File: src/rtl/conv_pkg.sv
// rtl/conv_pkg.sv - shared defaults, derived sizes and window slice indexing for the convolver
package conv_pkg;

    localparam int WIDTH_DEF  = 32;
    localparam int KERNEL_DEF = 3;
    localparam int IMG_W_DEF  = 8;
    localparam int IMG_H_DEF  = 8;

    localparam int INPUTS   = KERNEL_DEF * KERNEL_DEF;
    localparam int COL_BITS = $clog2(IMG_W_DEF);
    localparam int ROW_BITS = $clog2(IMG_H_DEF);

    // Slice index of window element (r,c); r=0 is the oldest row, c=0 the leftmost column.
    function automatic int idx(input int r, input int c, input int kernel);
        return r * kernel + c;
    endfunction

endpackage

File: src/rtl/conv_line_buffer.sv
// rtl/conv_line_buffer.sv - one image row of storage, read-before-write at a shared column address
module conv_line_buffer #(
    parameter int WIDTH     = 32,
    parameter int DEPTH     = 8,
    parameter int ADDR_BITS = 3
) (
    input  logic                 clk,
    input  logic                 wr_en,
    input  logic [ADDR_BITS-1:0] addr,
    input  logic [WIDTH-1:0]     wr_data,
    output logic [WIDTH-1:0]     rd_data
);

    logic [WIDTH-1:0] mem [DEPTH];

    // The read returns the word stored before this cycle's write lands at the edge.
    assign rd_data = mem[addr];

    always_ff @(posedge clk) begin
        if (wr_en) begin
            mem[addr] <= wr_data;
        end
    end

endmodule

File: src/rtl/conv_window_gen.sv
// rtl/conv_window_gen.sv - raster pixel stream to packed KERNEL x KERNEL sliding windows
module conv_window_gen
    import conv_pkg::*;
#(
    parameter int WIDTH  = WIDTH_DEF,
    parameter int KERNEL = KERNEL_DEF,
    parameter int IMG_W  = IMG_W_DEF,
    parameter int IMG_H  = IMG_H_DEF
) (
    input  logic                        clk,
    input  logic                        rst_n,
    input  logic                        clear,
    input  logic [WIDTH-1:0]            in_data,
    input  logic                        in_valid,
    output logic                        in_ready,
    output logic [WIDTH*KERNEL*KERNEL-1:0] win_data,
    output logic                        win_valid,
    input  logic                        win_ready,
    output logic                        frame_done
);

    localparam int CW = $clog2(IMG_W);
    localparam int RW = $clog2(IMG_H);
    localparam int LB = KERNEL - 1;

    logic [CW-1:0]    col;
    logic [RW-1:0]    row;
    logic [WIDTH-1:0] win     [KERNEL][KERNEL];
    logic [WIDTH-1:0] new_col [KERNEL];
    logic [WIDTH-1:0] lb_rd   [LB];
    logic [WIDTH-1:0] lb_wr   [LB];
    logic             accept;
    logic             col_last;
    logic             row_last;
    logic             emit;

    assign in_ready = !win_valid || win_ready;
    assign accept   = in_valid && in_ready && !clear;
    assign col_last = (col == CW'(IMG_W - 1));
    assign row_last = (row == RW'(IMG_H - 1));
    assign emit     = (row >= RW'(KERNEL - 1)) && (col >= CW'(KERNEL - 1));

    // Buffer LB-1 holds the previous row; each accept pushes every stored row up one buffer.
    for (genvar j = 0; j < LB; j++) begin : g_lb
        if (j == LB - 1) begin : g_bottom
            assign lb_wr[j] = in_data;
        end else begin : g_upper
            assign lb_wr[j] = lb_rd[j+1];
        end

        conv_line_buffer #(
            .WIDTH    (WIDTH),
            .DEPTH    (IMG_W),
            .ADDR_BITS(CW)
        ) u_line_buffer (
            .clk    (clk),
            .wr_en  (accept),
            .addr   (col),
            .wr_data(lb_wr[j]),
            .rd_data(lb_rd[j])
        );

        assign new_col[j] = lb_rd[j];
    end

    assign new_col[KERNEL-1] = in_data;

    always_ff @(posedge clk or negedge rst_n) begin
        if (!rst_n) begin
            for (int r = 0; r < KERNEL; r++) begin
                for (int c = 0; c < KERNEL; c++) begin
                    win[r][c] <= '0;
                end
            end
        end else if (accept) begin
            for (int r = 0; r < KERNEL; r++) begin
                for (int c = 0; c < KERNEL - 1; c++) begin
                    win[r][c] <= win[r][c+1];
                end
                win[r][KERNEL-1] <= new_col[r];
            end
        end
    end

    always_ff @(posedge clk or negedge rst_n) begin
        if (!rst_n) begin
            col        <= '0;
            row        <= '0;
            win_valid  <= 1'b0;
            frame_done <= 1'b0;
        end else if (clear) begin
            col        <= '0;
            row        <= '0;
            win_valid  <= 1'b0;
            frame_done <= 1'b0;
        end else begin
            frame_done <= accept && col_last && row_last;
            if (accept) begin
                win_valid <= emit;
                if (col_last) begin
                    col <= '0;
                    row <= row_last ? '0 : row + RW'(1);
                end else begin
                    col <= col + CW'(1);
                end
            end else if (win_ready) begin
                win_valid <= 1'b0;
            end
        end
    end

    // The window registers only move on accept, so the bus is stable under backpressure.
    for (genvar r = 0; r < KERNEL; r++) begin : g_pack_row
        for (genvar c = 0; c < KERNEL; c++) begin : g_pack_col
            assign win_data[idx(r, c, KERNEL)*WIDTH +: WIDTH] = win[r][c];
        end
    end

endmodule

File: config.mk
export PLATFORM = sky130hd
export DESIGN_NAME = conv_window_gen
export DESIGN_NICKNAME = d
export VERILOG_FILES = /design/src/rtl/conv_pkg.sv /design/src/rtl/conv_line_buffer.sv /design/src/rtl/conv_window_gen.sv
export SDC_FILE = /design/constraint.sdc
export NUM_CORES = 1
export LEC_CHECK = 0
export CAP_MARGIN = 20
export CORE_ASPECT_RATIO = 0.9
export CORE_MARGIN = 5
export CORE_UTILIZATION = 40
export DETAILED_ROUTE_END_ITERATION = 8
export PLACE_DENSITY = 0.69
export RECOVER_POWER = 100
export SETUP_SLACK_MARGIN = 0.2
export SLEW_MARGIN = 20
export SYNTH_ARGS = -nofsm -noshare
export SYNTH_HDL_FRONTEND = slang
export SYNTH_HIERARCHICAL = 1
export SYNTH_SLANG_ARGS = --single-unit
File: constraint.sdc
create_clock -name clk -period 8.1 [get_ports clk]
set_input_delay 0.81 -clock clk [delete_from_list [all_inputs] [get_ports clk]]
set_output_delay 0.81 -clock clk [all_outputs]
set_load 0.1 [all_outputs]
==> out/qor.yml <==
critical_path:
  crit_buf_inv: 4
  path_cells: "dlygate4sd3_1 -> nor2b_1 -> or3_1 -> inv_6 -> buf_4 -> nand2b_1 -> nor2_1 -> clkbuf_1"
  worst-setup-path-type: "primary input to flip-flop"
  crit_slowest_cell: "nor2_1"
  worstSetupStartpointType: "primary input"
  crit_required_ps: 8320
  critPathArrivalTime_ps: 6070
  critPathMaxStageDelay_ps: 1070
  crit_family: "buffers and inverters"
  endpoint_kind: "flip-flop"
  cp_max_fo: 54
cells_and_area:
  instances_no_fill: 2973
  nNetsFinal: 1905
  nFillCells: 6440
  area_delta_synth_final_pct: 21.2
  drive_gt1_share_pct: 16.1
worst_hold_path:
  hold_path_class: "flip-flop to flip-flop"
die:
  num_rows: 97
  fp.dieH_um: 276
  initial_core_util_pct: 40.4
  die_area_sq_um: 84500
  die_w_um: 306
  num_io_pins: 328
  core_sq_um: 77900
status:
  outcome: "finished, violations left"
  violations: "max-capacitance violations, max-slew violations"
sta:
  max_freq_mhz: 171
  slew-limit-headroom_pct: -214
  fin_skew_ps: 20.1
  min_period_ps: 5850
  hold_viol: 0
  tightest_slew_ps: 4710
  tns_ps: 0
  setup_viol: 0
  post-route-period-util_pct: 72.2
  fin_hold_ws_ps: 481
  drv_slew: 282
  grt_setup_unrepaired: "false"
cts:
  cts_tree: "yes"
  worstSkewPairLatency_ps: 620
  cts.path.max_buffers: 3
  cts-buffers-inserted: 86
  ctsHoldBuffers: 0
  clk_pin_slew_ps: 60
  cts.sinks: 808
  cts.repair.resized: 0
  post-cts-setup-buffer-count: 0
  cts_root_buf: "clkbuf_16"
  cts_max_level: 3
synthesis:
  synth_area_leader_cell: "edfxtp_1"
  yosys_most_used_dff: "edfxtp_1"
  synthMostInstantiatedCell: "edfxtp_1"
  yosysWarnings: 6
  yosys_register_bits: 808
  synth_area_sq_um: 31500
  async_reset_ff_share_pct: 36.6
  ys_types: 39
  synthCells: 1493
  synth_common_cells: "512 x edfxtp_1, 296 x dfrtp_1, 159 x mux2_2, 149 x mux2_4, 82 x mux4_1"
  seq_area_frac_synth_pct: 72.3
  netlist_top_cells_area: "edfxtp_1 49%, dfrtp_1 24%, mux2_4 7.1%"
  synth_edf_count: 512
  synth_nets: 1535
  syn_avg_cell_area_sq_um: 21.1
  synth_top_area_share_pct: 48.8
drt:
  drt-initial-drc-count: 933
  drc_errors: 0
  wl_met1_um: 31400
  ant_nets: 0
  firstDrtPassIters: 5
  highest-signal-layer: "met5"
  wl_per_cell_um: 22.8
  vias: 15300
  via_per_inst: 5.14
  wl_met3_um: 3970
  wl_um: 67600
  met2_length_um: 31100
grt:
  grt_pass1_vias: 16300
  antenna_found_initial: 3
  overflow: 0
  grtUsageTotal_pct: 15.7
  grt_max_degree: 144
  grt_pass1_wl_um: 104000
placed_design:
  dp_cells: 2806
  place_congestion: 0.757
  port_buffers: 327
  dpl.hpwl_um: 42000
pwr:
  total_power_mw: 13.7
  peakVddDrop_mv: 0.326
  p_per_area_nw_per_um2: 359
  leakagePower_nw: 13.7
job:
  cap_violations: 9
==> flip-flops by register name (all words and copies together), names as in the netlist <==
| signal | cells |
|---|---|
| g_lb.u_line_buffer/mem | 512 |
| win_data | 288 |
| col | 3 |
| row | 3 |
| frame_done | 1 |
| win_valid | 1 |
==> metrics by stage <==
step | cell area (sq um) | util (%) | setup WS (ps)
finish | 38200 | 49.0 | 2250
global route | 38200 | 49.0 | 1860
CTS | 38700 | 49.7 | 3740
detailed placement | 35800 | 46.0 | 3100
global placement | 35700 | 45.9 | 3180
floorplan | 31500 | - | 3560
==> where the power goes <==
group	internal [mW]	leakage, nW	switching (mW)	total, mW
sequential	4.87	8.14	0.324	5.19
clock	2.43	1.42	1.57	4.00
combinational	0.880	4.18	3.61	4.49
==> per-layer routing <==
layer | up-vias | global-route usage [%]
met5 | - | 0
met4 | 4 | 3.33
met3 | 101 | 3.69
met2 | 443 | 24.2
met1 | 8015 | 23.1
li1 | 6722 | -
==> cell families after synthesis <==
family / Yosys count / synth area share [%]
DFF: 808 / 72.3
muxes: 478 / 23.3
buffers and inverters: 82 / 2.05
AOI/OAI and AO/OA: 68 / 1.32
and+or+nand+nor: 52 / 0.810
adders and majority gates: 5 / 0.199
==> worst paths after layout <==
check	to	from	cells past startpoint	slack, ps
worst min-delay path	win_data[223]$_DFFE_PN0N_	win_data[223]$_DFFE_PN0N_	1	480
worst max-delay path	g_lb[1].u_line_buffer/mem[2][24]$_DFFE_PP_	win_ready	8	2250
max in group asynchronous	win_data[190]$_DFFE_PN0N_	rst_n	2	3380
min in group asynchronous	win_data[111]$_DFFE_PN0N_	rst_n	1	1880
worst min register to register	win_data[223]$_DFFE_PN0N_	win_data[223]$_DFFE_PN0N_	1	480
worst max register to register	g_lb[1].u_line_buffer/mem[5][22]$_DFFE_PP_	col[0]$_DFFE_PN0P_	4	2410
==> layout make-up <==
class / instances / area [sq um] / share of cell area [%]
antenna: 2 / 5.00 / 0.0131
clock buffer: 115 / 2360 / 6.19
clock inverter: 42 / 526 / 1.38
inverter: 6 / 27.5 / 0.0721
multi-input combinational: 603 / 7580 / 19.9
sequential: 808 / 22800 / 59.7
tap: 1039 / 1300 / 3.41
timing repair buffer: 358 / 3590 / 9.40
==> cells in the final DEF, fill, tap and decap left out, types with 4 or more instances in the layout <==
cell / count
bufinv_16: 12
o22ai_1: 13
nand2b_1: 4
mux4_1: 82
buf_16: 5
nor3_1: 6
mux2_2: 125
clkbuf_1: 35
mux4_2: 18
mux2_1: 211
a22oi_1: 10
inv_1: 4
dlygate4sd3_1: 324
a221oi_1: 4
clkbuf_8: 6
clkinv_1: 6
edfxtp_1: 512
nor2b_1: 5
mux2i_1: 30
a21oi_1: 18
dfrtp_1: 294
o21ai_0: 18
nand2_1: 9
ha_1: 5
clkbuf_16: 88
mux2_4: 12
nor2_1: 15
clkinv_2: 17
buf_4: 10
Note: power is estimated with default switching activity, not from simulation.
